==> config.mk <==
export PLATFORM = sky130hd
export DESIGN_NAME = daq_buffer_reader
export DESIGN_NICKNAME = d
export VERILOG_FILES = /design/src/rtl/daq_buffer_reader.sv
export SDC_FILE = /design/constraint.sdc
export NUM_CORES = 1
export LEC_CHECK = 0
export BUFFER_PORTS_ARGS = -buffer_cell sky130_fd_sc_hd__buf_4
export CAP_MARGIN = 5
export CORE_MARGIN = 2
export CORE_UTILIZATION = 45
export CTS_CLUSTER_SIZE = 28
export DETAILED_ROUTE_END_ITERATION = 7
export PLACE_DENSITY = 0.66
export SLEW_MARGIN = 10
export SYNTH_ARGS = -nofsm -noshare
export SYNTH_HDL_FRONTEND = slang
export SYNTH_SLANG_ARGS = --single-unit
==> constraint.sdc <==
create_clock -name clk -period 5.25 [get_ports clk]
set_input_delay 1.05 -clock clk [delete_from_list [all_inputs] [get_ports clk]]
set_output_delay 1.05 -clock clk [all_outputs]
set_load 0.05 [all_outputs]
==> src/rtl/daq_buffer_reader.sv <==
// Drain engine for the 32k x 32 DAQ event buffer: header parse, payload stream.
// Optional header length check: define DAQ_BUFFER_READER_LEN_CHECK_EN.
module daq_buffer_reader #(
   parameter logic [15:0] MAX_LEN = 16'd4096
) (
   input  logic        clk,
   input  logic        reset,
   input  logic        enable,
   input  logic [14:0] wr_commit,
   output logic [14:0] addrb,
   input  logic [31:0] doutb,
   output logic [31:0] m_data,
   output logic        m_valid,
   output logic        m_last,
   input  logic        m_ready,
   output logic [14:0] rd_ptr,
   output logic        busy,
   output logic [14:0] occupancy,
   output logic        err_len
);

   typedef enum logic [1:0] {
      IDLE,
      HDR,
      STREAM,
      DONE
   } state_t;

   state_t state;
   state_t state_n;

   logic [14:0] nxt;
   logic [15:0] rem;
   logic [14:0] adv;
   logic        pend;
   logic        pend_last;
   logic [1:0]  cnt;
   logic [31:0] d1;
   logic        l0;
   logic        l1;

   logic [15:0] n_hdr;
   logic        len_over;
   logic        bad;
   logic        pop;
   logic        push;
   logic        push_l;
   logic        issue;
   logic        pl_issue;
   logic        iss_last;
   logic        hdr_load;
   logic        done;
   logic [2:0]  inq;
   logic        credit;

   assign n_hdr    = doutb[15:0];
   assign len_over = n_hdr > MAX_LEN;

`ifdef DAQ_BUFFER_READER_LEN_CHECK_EN
   assign bad = len_over;
`else
   assign bad = len_over & 1'b0;
`endif

   assign m_valid   = cnt != 2'd0;
   assign m_last    = l0 & m_valid;
   assign pop       = m_valid & m_ready;
   assign busy      = (state != IDLE) | m_valid;
   assign occupancy = wr_commit - rd_ptr;

   // Words already queued plus the one landing on doutb this cycle.
   assign inq    = {1'b0, cnt} + {2'b00, pend};
   assign credit = pop ? (inq < 3'd3) : (inq < 3'd2);

   assign pl_issue = issue & (state != IDLE);

   always_comb begin
      state_n  = state;
      addrb    = nxt;
      issue    = 1'b0;
      iss_last = 1'b0;
      push     = pend;
      push_l   = pend_last;
      hdr_load = 1'b0;
      done     = 1'b0;
      unique case (state)
         IDLE: begin
            addrb = rd_ptr;
            if (enable && (rd_ptr != wr_commit)) begin
               issue   = 1'b1;
               state_n = HDR;
            end
         end
         HDR: begin
            push     = 1'b1;
            push_l   = (n_hdr == 16'd0) | bad;
            hdr_load = 1'b1;
            if (push_l) begin
               state_n = DONE;
            end else begin
               // First payload read overlaps the header cycle.
               issue    = 1'b1;
               iss_last = n_hdr == 16'd1;
               state_n  = STREAM;
            end
         end
         STREAM: begin
            if (rem == 16'd0) begin
               state_n = DONE;
            end else if (credit) begin
               issue    = 1'b1;
               iss_last = rem == 16'd1;
            end
         end
         DONE: begin
            if (pop && m_last) begin
               done    = 1'b1;
               state_n = IDLE;
            end
         end
         default: state_n = IDLE;
      endcase
   end

   always_ff @(posedge clk or posedge reset) begin
      if (reset) begin
         state     <= IDLE;
         rd_ptr    <= 15'd0;
         nxt       <= 15'd0;
         rem       <= 16'd0;
         adv       <= 15'd0;
         pend      <= 1'b0;
         pend_last <= 1'b0;
      end else begin
         state <= state_n;
         pend  <= pl_issue;
         if (issue) begin
            nxt <= addrb + 15'd1;
         end
         if (pl_issue) begin
            pend_last <= iss_last;
         end
         if (hdr_load) begin
            rem <= pl_issue ? n_hdr - 16'd1 : n_hdr;
            adv <= bad ? 15'd1 : n_hdr[14:0] + 15'd1;
         end else if (pl_issue) begin
            rem <= rem - 16'd1;
         end
         if (done) begin
            rd_ptr <= rd_ptr + adv;
         end
      end
   end

   // Two-entry output queue; m_data is the head slot.
   always_ff @(posedge clk or posedge reset) begin
      if (reset) begin
         cnt    <= 2'd0;
         m_data <= 32'd0;
         l0     <= 1'b0;
         d1     <= 32'd0;
         l1     <= 1'b0;
      end else begin
         cnt <= cnt + {1'b0, push} - {1'b0, pop};
         if (pop) begin
            if (cnt == 2'd2) begin
               m_data <= d1;
               l0     <= l1;
               if (push) begin
                  d1 <= doutb;
                  l1 <= push_l;
               end
            end else if (push) begin
               m_data <= doutb;
               l0     <= push_l;
            end
         end else if (push) begin
            if (cnt == 2'd0) begin
               m_data <= doutb;
               l0     <= push_l;
            end else begin
               d1 <= doutb;
               l1 <= push_l;
            end
         end
      end
   end

`ifdef DAQ_BUFFER_READER_LEN_CHECK_EN
   always_ff @(posedge clk or posedge reset) begin
      if (reset) begin
         err_len <= 1'b0;
      end else if (hdr_load && bad) begin
         err_len <= 1'b1;
      end
   end
`else
   assign err_len = 1'b0;
`endif

endmodule

* Word-level counts from Yosys, hierarchy flattened
Cells that the tools add are included.
** Cells by class
- Bitwise operators :: 4
- Reductions and logical operators :: 15
- Equality and inequality tests :: 13
- Magnitude comparators :: 2
- Mux-type cells :: 42
- Add/sub/neg operators :: 9
** Operator list (count)
- $mux 32 :: 9
- $mux 16 :: 3
- $eq 16x1->1 const B :: 2
- $logic_not 16->1 :: 2
- $sub 16x1->16 const B :: 2
- $add 15x1->15 const B :: 2
- $mux 1 :: 23
- $add 15x15->15 :: 1
- $mux 15 :: 1
- $ne 15x15->1 :: 1
- $sub 15x15->15 :: 1
- $reduce_bool 2->1 :: 6
- $ne 2x2->1 const B :: 5
- $pmux 2 s4 :: 1
- $eq 2x2->1 const B :: 3
- $lt 3x2->1 const B :: 2
- $mux 2 :: 3
- $reduce_and 3->1 :: 2
- $logic_not 2->1 :: 2
- $reduce_and 4->1 :: 1
- $add 2x1->3 :: 1
- $and 1x1->1 :: 3
- $pmux 1 s3 :: 1
- $add 2x1->2 :: 1
- 6 further kinds :: 7
** Storage, ports and cells
- Word-level logic and storage cells :: 97
- Output and inout bits :: 81
- Bits in registers :: 133
- Input bits :: 51

* Depth between registers and ports, before layout
Gate-level depths: netlist of the first run.
- Word-level depth :: 9
- Mapped depth :: 12
- Mapped depth without buffers :: 11

* Worst setup path before layout of the first run
No wires, ideal clock.
- Kind :: input to output
- From :: in wr_commit[2]
- To :: out occupancy[13]
- Slack :: 304 ps
- Path buffers :: 0
- Required time :: 4200 ps
- Data arrival time :: 3896 ps
- Stages on the path :: 7
- Path through :: ha_1 o21a_1 o31a_1 o211ai_1 a21oi_1 o31ai_1 o311ai_0
** On the way
- Word-level cells in the longest chain between the ends :: 1
** RTL lines
- start: declaration :: RTL line 9 : input logic [14:0] wr_commit,
- $sub 15x15->15 :: RTL line 69 : assign occupancy = wr_commit - rd_ptr;
- end: declaration :: RTL line 18 : output logic [14:0] occupancy,
Every way passes these cells.

* Worst setup path in the final report of the first run
- From :: in wr_commit[1]
- To :: out occupancy[13]
The elaborated chain is that of the path after synthesis.

==> flow_summary_export.csv, run 1 <==
group,metric,value,unit
status,status,"completed",
timing,post-route-min-period,4.27,ns
synthesis,yosys_warnings,0,
synthesis,ys_seq_elements,133,
timing,final-hold-violation-count,0,
timing,fin_crit_sh,81.3,%
global_routing,antenna_found_initial,0,
power,powerDensity,556,mW/mm²
timing,fin_skew,0.00815,ns
detailed_routing,vias,6737,
timing,setup_tns,0,ns
timing,rsz0062_at_grt,"false",
cells_and_area,drive_above_1_share,26.0,%
die,coreArea,0.0186,mm²
cells_and_area,final_cell_mix,"buf_4, dfrtp_1, nor2_1",
detailed_routing,vias_per_cell,5.46,
die,start_util,45.5,%
detailed_routing,route.detailed.drc,0,
placed_design,finalWeightedCongestion,0.851,
global_routing,grt_pass1_wl,33.0,mm
cells_and_area,final_common_cell,"buf_4",
synthesis,avgSynthCellArea,9.62,µm²
synthesis,synth-main-ff-cell,"dfrtp_1",
synthesis,synthCells,878,
die,die_h,141,µm
synthesis,syn-num-nets,975,
global_routing,grtUsageTotal,20.7,%
power,p_leak,4.57,nW
timing,max_freq,234,MHz
power,peakVddDrop,0.484,mV
synthesis,synth_area,0.00845,mm²
cells_and_area,fillers,1719,
clock_tree,cts-root-buf,"clkbuf_16",
clock_tree,cts_sinks,133,
clock_tree,clk_latency,0.42,ns
setup_path,critPathMaxFanout,3,
synthesis,synth-async-reset-ratio,100,%
clock_tree,hold_buffers,0,
detailed_routing,drt_iter0_markers,304,
setup_path,critPathKind,"in2out",
synthesis,synth_cell_types,69,
placed_design,portBuffers,130,
detailed_routing,drt-pass1-iter-count,5,
setup_path,worst_ep_required_time,4.20,ns
die,rows,50,
flow_run,maxCapViolCount,0,
synthesis,synthDominantCellAreaShare,39.4,%
cells_and_area,multi_input_area,0.00472,mm²
placed_design,place_area,0.00955,mm²
clock_tree,numCtsBuffers,17,
clock_tree,cts_resized,0,
cells_and_area,fin_area,0.0101,mm²
setup_path,start_kind,"input pin",
synthesis,netlist_top_cells_area,"dfrtp_1, mux2_2, ha_1, mux2i_1, a21oi_1",
detailed_routing,ant_nets,0,
clock_tree,cts_tree,"yes",
detailed_routing,drt_wl_total,20.1,mm
die,die_area,0.0199,mm²
synthesis,synth_edf_count,0,
die,ios,132,
clock_tree,cts.htree.levels,4,
synthesis,seq_area_frac_synth,39.4,%
detailed_routing,wl_per_cell,16.3,µm
clock_tree,clk_path_buf_depth,2,
placed_design,hpwlAfterDp,14.4,mm
global_routing,grt_pass1_vias,6454,
setup_path,worstSetupEndpointType,"output pin",
clock_tree,cts_setup_buffers,0,
hold_path,hp-class,"reg2reg",
die,die_width,141,µm
global_routing,grt_max_degree,106,
clock_tree,path_clk_slew,0.06,ns
setup_path,arrival,3.22,ns
cells_and_area,diodes,0,
timing,relSlewSlack,28.6,%
timing,setup_viol,0,
synthesis,synth_top_area_cell,"dfrtp_1",
cells_and_area,final_net_count,1085,
timing,worst_pin_slew,1.07,ns
global_routing,grt_remaining_overflow,0,
cells_and_area,syn_to_final_growth,20.1,%
timing,slew_viol_final,0,
cells_and_area,regArea,0.00333,mm²
## per-stage QoR
stage	worst slack, ns	total power [mW]	hold WS, ns	utilization, %	std cells
after detailed placement	1.01	4.49	0.477	51.4	1203
after global routing	0.827	6.02	0.518	54.6	1234
after CTS	1.00	5.70	0.489	54.6	1234
after global placement	1.02	4.44	0.463	51.4	1203
after floorplan	0.304	3.80	0.444	-	878
final	0.982	5.64	0.483	54.6	1234
## layer usage
metal	part of all wire, %	up-vias	global-route usage (%)
met2	45	199	32.4
li1	-	3346	-
met4	2.1	0	7.37
met3	6.8	28	5.50
met5	0	-	0
met1	46	3164	28.0
## synth_stat cells, drive strengths merged (8+ instances only)
| library cell | number |
|---|---|
| dfrtp | 133 |
| nor2 | 81 |
| a21oi | 72 |
| inv | 51 |
| mux2 | 51 |
| nand2 | 49 |
| ha | 44 |
| mux2i | 43 |
| nand3 | 41 |
| o21ai | 41 |
| xnor2 | 36 |
| xor2 | 27 |
| clkbuf | 23 |
| buf | 21 |
| nor3 | 18 |
| o211ai | 11 |
| or3 | 11 |
| a221oi | 8 |
| nand4 | 8 |
## cell families (layout without fill, tap and decap cells)
| logic type | after synthesis | after routing | synth area share, % |
|---|---|---|---|
| flops | 133 | 133 | 39.4 |
| simple gates | 264 | 264 | 15.6 |
| fa+ha+maj | 46 | 46 | 6.99 |
| compound gates | 182 | 182 | 14.6 |
| other cells | 1 | 1 | 0.0444 |
| buf+inv | 95 | 217 | 4.89 |
| mux | 94 | 94 | 11.9 |
| xor+xnor | 63 | 63 | 6.53 |
## critical path: stages
cell	delay, ns
buf_4	0.11
ha_1	0.30
nor2b_1	0.15
o31a_1	0.26
o211ai_1	0.22
a21oi_1	0.14
o31ai_1	0.48
nand3_1	0.13
o311ai_0	0.12
buf_4	0.26
## sequential cells by signal (all words and copies together) (netlist names), 2 cells and up
signal,cells
adv,15
cnt,2
d1,32
state,2
m_data,32
rd_ptr,15
nxt,15
rem,16
## where the power goes
group | leakage (nW) | total [mW] | internal, mW | switching [mW]
combinational | 2.74 | 2.88 | 1.07 | 1.81
sequential | 1.56 | 1.58 | 1.37 | 0.217
clock | 0.272 | 1.18 | 0.734 | 0.449
## layout make-up
class | instances | share of cell area [%]
clock buffers | 20 | 4.60
clock inverters | 11 | 1.26
inverters | 51 | 1.94
multi-input cells | 650 | 46.5
flip-flops and latches | 133 | 32.8
well taps | 234 | 2.88
repair buffers | 135 | 9.99
## path summary, 6_finish.rpt
path                              startpoint            end  slack [ns]  depth (start not counted)
worst max-delay path            wr_commit[1]  occupancy[13]        0.98                         10
worst min-delay path                   d1[1]          d1[1]        0.48                          2
worst max register to register      state[1]        rem[13]        1.83                         10
worst min register to register         d1[1]          d1[1]        0.48                          2
max in group asynchronous              reset         d1[12]        3.44                          3
min in group asynchronous              reset         d1[23]        0.83                          2
No activity file was read; power rests on OpenSTA's default activity.
==> run 2, diff against run 1 <==
==> constraint.sdc (replaced) <==
create_clock -name clk -period 4.3 [get_ports clk]
set_input_delay 0.86 -clock clk [delete_from_list [all_inputs] [get_ports clk]]
set_output_delay 0.86 -clock clk [all_outputs]
set_load 0.05 [all_outputs]
==> run 2 against run 1 <==
  * Combinational power increased by 23%
  * Die area unchanged
  * Cell area increased by 0.25%
  * Core utilization increased by 0.13 points
  * Worst hold slack improved by 0.0019 ns
  * Critical path depth unchanged
  * Non-clock buffer count increased by 3
  * Cell count increased by 0.16%
  * Flip-flop and latch count unchanged
  * Largest power group unchanged
  * Sequential power increased by 23%
  * Register-to-register slack got worse by 0.58 ns
  * Count of clock-buffer cells in the layout increased by 7
==> flow_summary_export.csv, run 2 (synthesis results as in run 1) <==
group,metric,value,unit
power,powerDensity,676,mW/mm²
power,peakVddDrop,0.528,mV
clock_tree,cts_resized,0,
timing,setup_tns,0,ns
timing,setup_slack,0.356,ns
setup_path,worst_ep_required_time,3.44,ns
status,status,"completed",
die,coreArea,0.0186,mm²
global_routing,grt_remaining_overflow,0,
cells_and_area,syn_to_final_growth,20.4,%
setup_path,arrival,3.08,ns
die,rows,50,
die,die_width,141,µm
timing,fin_skew,0.00997,ns
power,power,6.88,mW
power,p_leak,4.60,nW
clock_tree,path_clk_slew,0.05,ns
setup_path,critPathMaxFanout,6,
global_routing,antenna_found_initial,0,
flow_run,maxCapViolCount,0,
cells_and_area,final_common_cell,"buf_4",
timing,slew_viol_final,0,
cells_and_area,fin_util,54.8,%
timing,rsz0062_at_grt,"false",
timing,post-route-min-period,3.94,ns
setup_path,critPathKind,"reg2out",
timing,setup_viol,0,
clock_tree,clk_path_buf_depth,2,
placed_design,pre_cts_slack,0.458,ns
timing,fin_crit_sh,91.7,%
detailed_routing,drt_wl_total,19.9,mm
setup_path,path_cells,"inv_1 -> ha_1 -> nor2b_1 -> o31a_1 -> o211ai_1 -> a21oi_1 -> o31ai_1 -> nand3_1 -> o311ai_1 -> buf_4",
clock_tree,cts_sinks,133,
detailed_routing,drt_iter0_markers,333,
setup_path,slowest_stage,"dfrtp_1",
die,start_util,45.5,%
die,die_area,0.0199,mm²
cells_and_area,final_net_count,1088,
die,die_h,141,µm
setup_path,max_stage_delay,0.47,ns
setup_path,critPathTopFamily,"compound AO/OA/AOI/OAI gates",
placed_design,place_area,0.00960,mm²
timing,max_freq,254,MHz
detailed_routing,vias_per_cell,5.46,
placed_design,portBuffers,130,
setup_path,worstSetupEndpointType,"output pin",
global_routing,grt_pass1_vias,6616,
clock_tree,cts-root-buf,"clkbuf_16",
detailed_routing,wl_per_cell,16.1,µm
cells_and_area,final_cell_mix,"buf_4, dfrtp_1, nor2_1",
setup_path,path_buf_inv,2,
setup_path,r2r_slack,1.25,ns
cells_and_area,reg_top3,"d1 (32), m_data (32), rem (16)",
cells_and_area,drive_above_1_share,25.8,%
clock_tree,cts_tree,"yes",
global_routing,grtUsageTotal,20.8,%
setup_path,start_kind,"flip-flop",
clock_tree,clk_latency,0.41,ns
cells_and_area,fin_area,0.0102,mm²
die,ios,132,
clock_tree,cts_setup_buffers,0,
clock_tree,cts.htree.levels,4,
detailed_routing,route.detailed.drc,0,
placed_design,finalWeightedCongestion,0.874,
clock_tree,hold_buffers,0,
global_routing,grt_max_degree,66,
detailed_routing,vias,6752,
timing,worst_pin_slew,1.06,ns
clock_tree,numCtsBuffers,17,
detailed_routing,drt-pass1-iter-count,5,
placed_design,hpwlAfterDp,14.7,mm
hold_path,hp-class,"reg2reg",
timing,relSlewSlack,29.0,%
detailed_routing,ant_nets,0,
global_routing,grt_pass1_wl,33.1,mm
cells_and_area,diodes,0,
timing,final-hold-violation-count,0,
run 2: cell types whose count changed in the layout (fill, tap and decap cells not counted), sizes merged:
| cell | delta |
|---|---|
| clkbuf | +7 |
| clkinvlp | -5 |
| buf | +3 |
| bufinv | -1 |
| clkinv | -1 |
| inv | -1 |
run 2: worst min-delay path, delay by kind of cell, from the launching register on:
kind	cells	cell delay [ns]
AO/OA/AOI/OAI	1	0.07
flip-flops	1	0.33
AND/OR/NAND/NOR	1	0.04
run 2: worst paths after layout:
kind	from	end	cells past startpoint
max in group asynchronous	reset	d1[10]	3
worst max-delay path	rd_ptr[1]	occupancy[13]	10
worst min register to register	d1[1]	d1[1]	2
min in group asynchronous	reset	m_data[4]	2
worst max register to register	rem[0]	rem[6]	9
worst min-delay path	d1[1]	d1[1]	2
run 2: report_power, final:
group / switching (mW) / leakage [nW] / internal, mW
Clock: 0.504 / 0.285 / 0.895
Combinational: 2.22 / 2.76 / 1.32
Sequential: 0.269 / 1.56 / 1.67
run 2: final cells by class:
type	count	area (µm²)
Fill cell	1688	8410
Timing Repair Buffer	138	1060
Multi-Input combinational cell	650	4720
Clock buffer	27	533
Inverter	51	195
Clock inverter	3	40.0
Tap cell	234	293
Sequential cell	133	3330
run 2: layer usage:
metal	vias to the layer above	GRT usage [%]	part of all wire, %
met5	-	0	0
met2	212	32.6	44
met3	32	4.79	6.4
met4	0	8.32	2.7
met1	3153	28.0	47
li1	3355	-	-
run 2: stage by stage:
step / cells / hold slack (ns)
after global placement: 1206 / 0.465
after floorplan: 878 / 0.444
after detailed placement: 1206 / 0.474
after global routing: 1236 / 0.512
after CTS: 1236 / 0.486
final: 1236 / 0.485
==> run 3, diff against run 2 <==
--- a/config.mk
+++ b/config.mk
@@ -8,10 +8,10 @@
 export BUFFER_PORTS_ARGS = -buffer_cell sky130_fd_sc_hd__buf_4
 export CAP_MARGIN = 5
 export CORE_MARGIN = 2
-export CORE_UTILIZATION = 45
+export CORE_UTILIZATION = 58
 export CTS_CLUSTER_SIZE = 28
 export DETAILED_ROUTE_END_ITERATION = 7
-export PLACE_DENSITY = 0.66
+export PLACE_DENSITY = 0.81
 export SLEW_MARGIN = 10
 export SYNTH_ARGS = -nofsm -noshare
 export SYNTH_HDL_FRONTEND = slang
==> run 3 against run 2 <==
  * Critical path depth unchanged
  * Register-to-register slack worse by 0.24 ns
  * Via count up 2.2%
  * Clock skew down 0.0046 ns
  * Wire length down 1.3%
  * Non-clock buffer count down 1
  * Largest power group unchanged
  * Highest routed layer unchanged
==> flow_summary_export.csv, run 3 (synthesis results as in run 1) <==
group,metric,value,unit
die,rows,44,
global_routing,grt_max_degree,134,
timing,holdWs,0.483,ns
die,coreArea,0.0144,mm²
global_routing,grt_remaining_overflow,0,
timing,relSlewSlack,28.9,%
global_routing,antenna_found_initial,0,
detailed_routing,drt_wl_total,19.6,mm
clock_tree,cts_setup_buffers,0,
flow_run,maxCapViolCount,0,
hold_path,hp-class,"reg2reg",
global_routing,grtUsageTotal,25.7,%
die,die_area,0.0156,mm²
timing,setup_viol,0,
setup_path,start_kind,"flip-flop",
cells_and_area,reg_top3,"d1 (32), m_data (32), rem (16)",
global_routing,grt_pass1_vias,6571,
cells_and_area,final_cell_mix,"buf_4, dfrtp_1, nor2_1",
die,ios,132,
placed_design,hpwlAfterDp,14.0,mm
timing,max_freq,252,MHz
clock_tree,hold_buffers,0,
setup_path,worstSetupEndpointType,"output pin",
power,peakVddDrop,0.634,mV
timing,rsz0062_at_grt,"false",
setup_path,critPathMaxFanout,6,
setup_path,critPathKind,"reg2out",
clock_tree,cts_resized,0,
cells_and_area,final_net_count,1087,
detailed_routing,drt_iter0_markers,420,
clock_tree,path_clk_slew,0.05,ns
power,powerDensity,680,mW/mm²
placed_design,pre_cts_slack,0.386,ns
cells_and_area,fillers,1082,
cells_and_area,syn_to_final_growth,19.3,%
setup_path,arrival,3.10,ns
setup_path,worst_ep_required_time,3.44,ns
timing,worst_pin_slew,1.06,ns
global_routing,grt_pass1_wl,32.4,mm
detailed_routing,route.detailed.drc,0,
detailed_routing,vias,6898,
clock_tree,cts_sinks,133,
cells_and_area,final_common_cell,"buf_4",
cells_and_area,drive_above_1_share,25.8,%
timing,setup_tns,0,ns
die,start_util,58.8,%
clock_tree,cts-root-buf,"clkbuf_16",
detailed_routing,ant_nets,0,
clock_tree,numCtsBuffers,17,
placed_design,portBuffers,130,
clock_tree,cts.htree.levels,4,
clock_tree,clk_latency,0.42,ns
power,p_leak,4.59,nW
detailed_routing,wl_per_cell,16.6,µm
die,die_width,125,µm
detailed_routing,vias_per_cell,5.83,
clock_tree,clk_path_buf_depth,2,
timing,fin_crit_sh,92.2,%
timing,post-route-min-period,3.96,ns
status,status,"completed",
die,die_h,125,µm
timing,setup_slack,0.335,ns
timing,slew_viol_final,0,
detailed_routing,drt-pass1-iter-count,5,
timing,final-hold-violation-count,0,
cells_and_area,diodes,0,
clock_tree,cts_tree,"yes",
placed_design,finalWeightedCongestion,0.868,
timing,fin_skew,0.00541,ns
[run 3: cell types whose count changed in the layout (fill, tap and decap cells not counted)]
cell      change
buf_12        -1
clkinv_2      +1
clkbuf_8      -1
clkbuf_1      -1
[run 3: final cells by class]
cell class / instances / area [µm²] / share of cell area (%)
clock buffers: 25 / 515 / 5.11
clock inverters: 4 / 45.0 / 0.447
inverters: 51 / 195 / 1.94
multi-input cells: 650 / 4720 / 46.9
flip-flops and latches: 133 / 3330 / 33.0
well taps: 184 / 230 / 2.28
repair buffers: 137 / 1040 / 10.3
[run 3: path summary, 6_finish.rpt]
| kind | startpoint | endpoint | slack (ns) | cells after the start |
|---|---|---|---|---|
| setup / recovery | rd_ptr[1] | occupancy[13] | 0.34 | 10 |
| min in group asynchronous | reset | rd_ptr[3] | 0.65 | 3 |
| hold / removal | d1[1] | d1[1] | 0.48 | 2 |
| setup reg to reg | state[1] | rem[9] | 1.01 | 10 |
| hold reg to reg | d1[1] | d1[1] | 0.48 | 2 |
| max in group asynchronous | reset | m_data[15] | 3.15 | 3 |
[run 3: per-stage QoR]
stage          util (%)  total power [mW]  cells  instance area [µm²]
6_report           70.1              6.85   1184                10100
5_1_grt            70.1              7.28   1184                10100
4_1_cts            70.1              6.88   1184                10100
3_5_place_dp       66.2              5.48   1155                 9520
3_3_place_gp       66.2              5.38   1155                 9520
2_1_floorplan         -              4.64    878                 8450
[run 3: worst max-delay path, stage by stage, from the launching register on]
cell and delay [ns]:
dfrtp_1 0.49, inv_1 0.15, ha_1 0.31, nor2b_1 0.14, o31a_1 0.27, o211ai_1 0.24
a21oi_1 0.13, o31ai_1 0.47, nand3_1 0.13, o311ai_1 0.11, buf_4 0.25
[run 3: routing by layer]
metal | GRT usage (%) | vias up | wire [µm]
met5 | 0 | - | 0
li1 | - | 3345 | -
met2 | 40.6 | 263 | 9040
met4 | 9.98 | 0 | 476
met1 | 34.2 | 3254 | 8610
met3 | 6.40 | 36 | 1480
[run 3: power breakdown]
group | internal [mW] | leakage, nW | switching [mW]
logic | 1.30 | 2.75 | 2.23
clock network | 0.874 | 0.281 | 0.504
registers | 1.67 | 1.56 | 0.265
total | 3.85 | 4.59 | 3.00
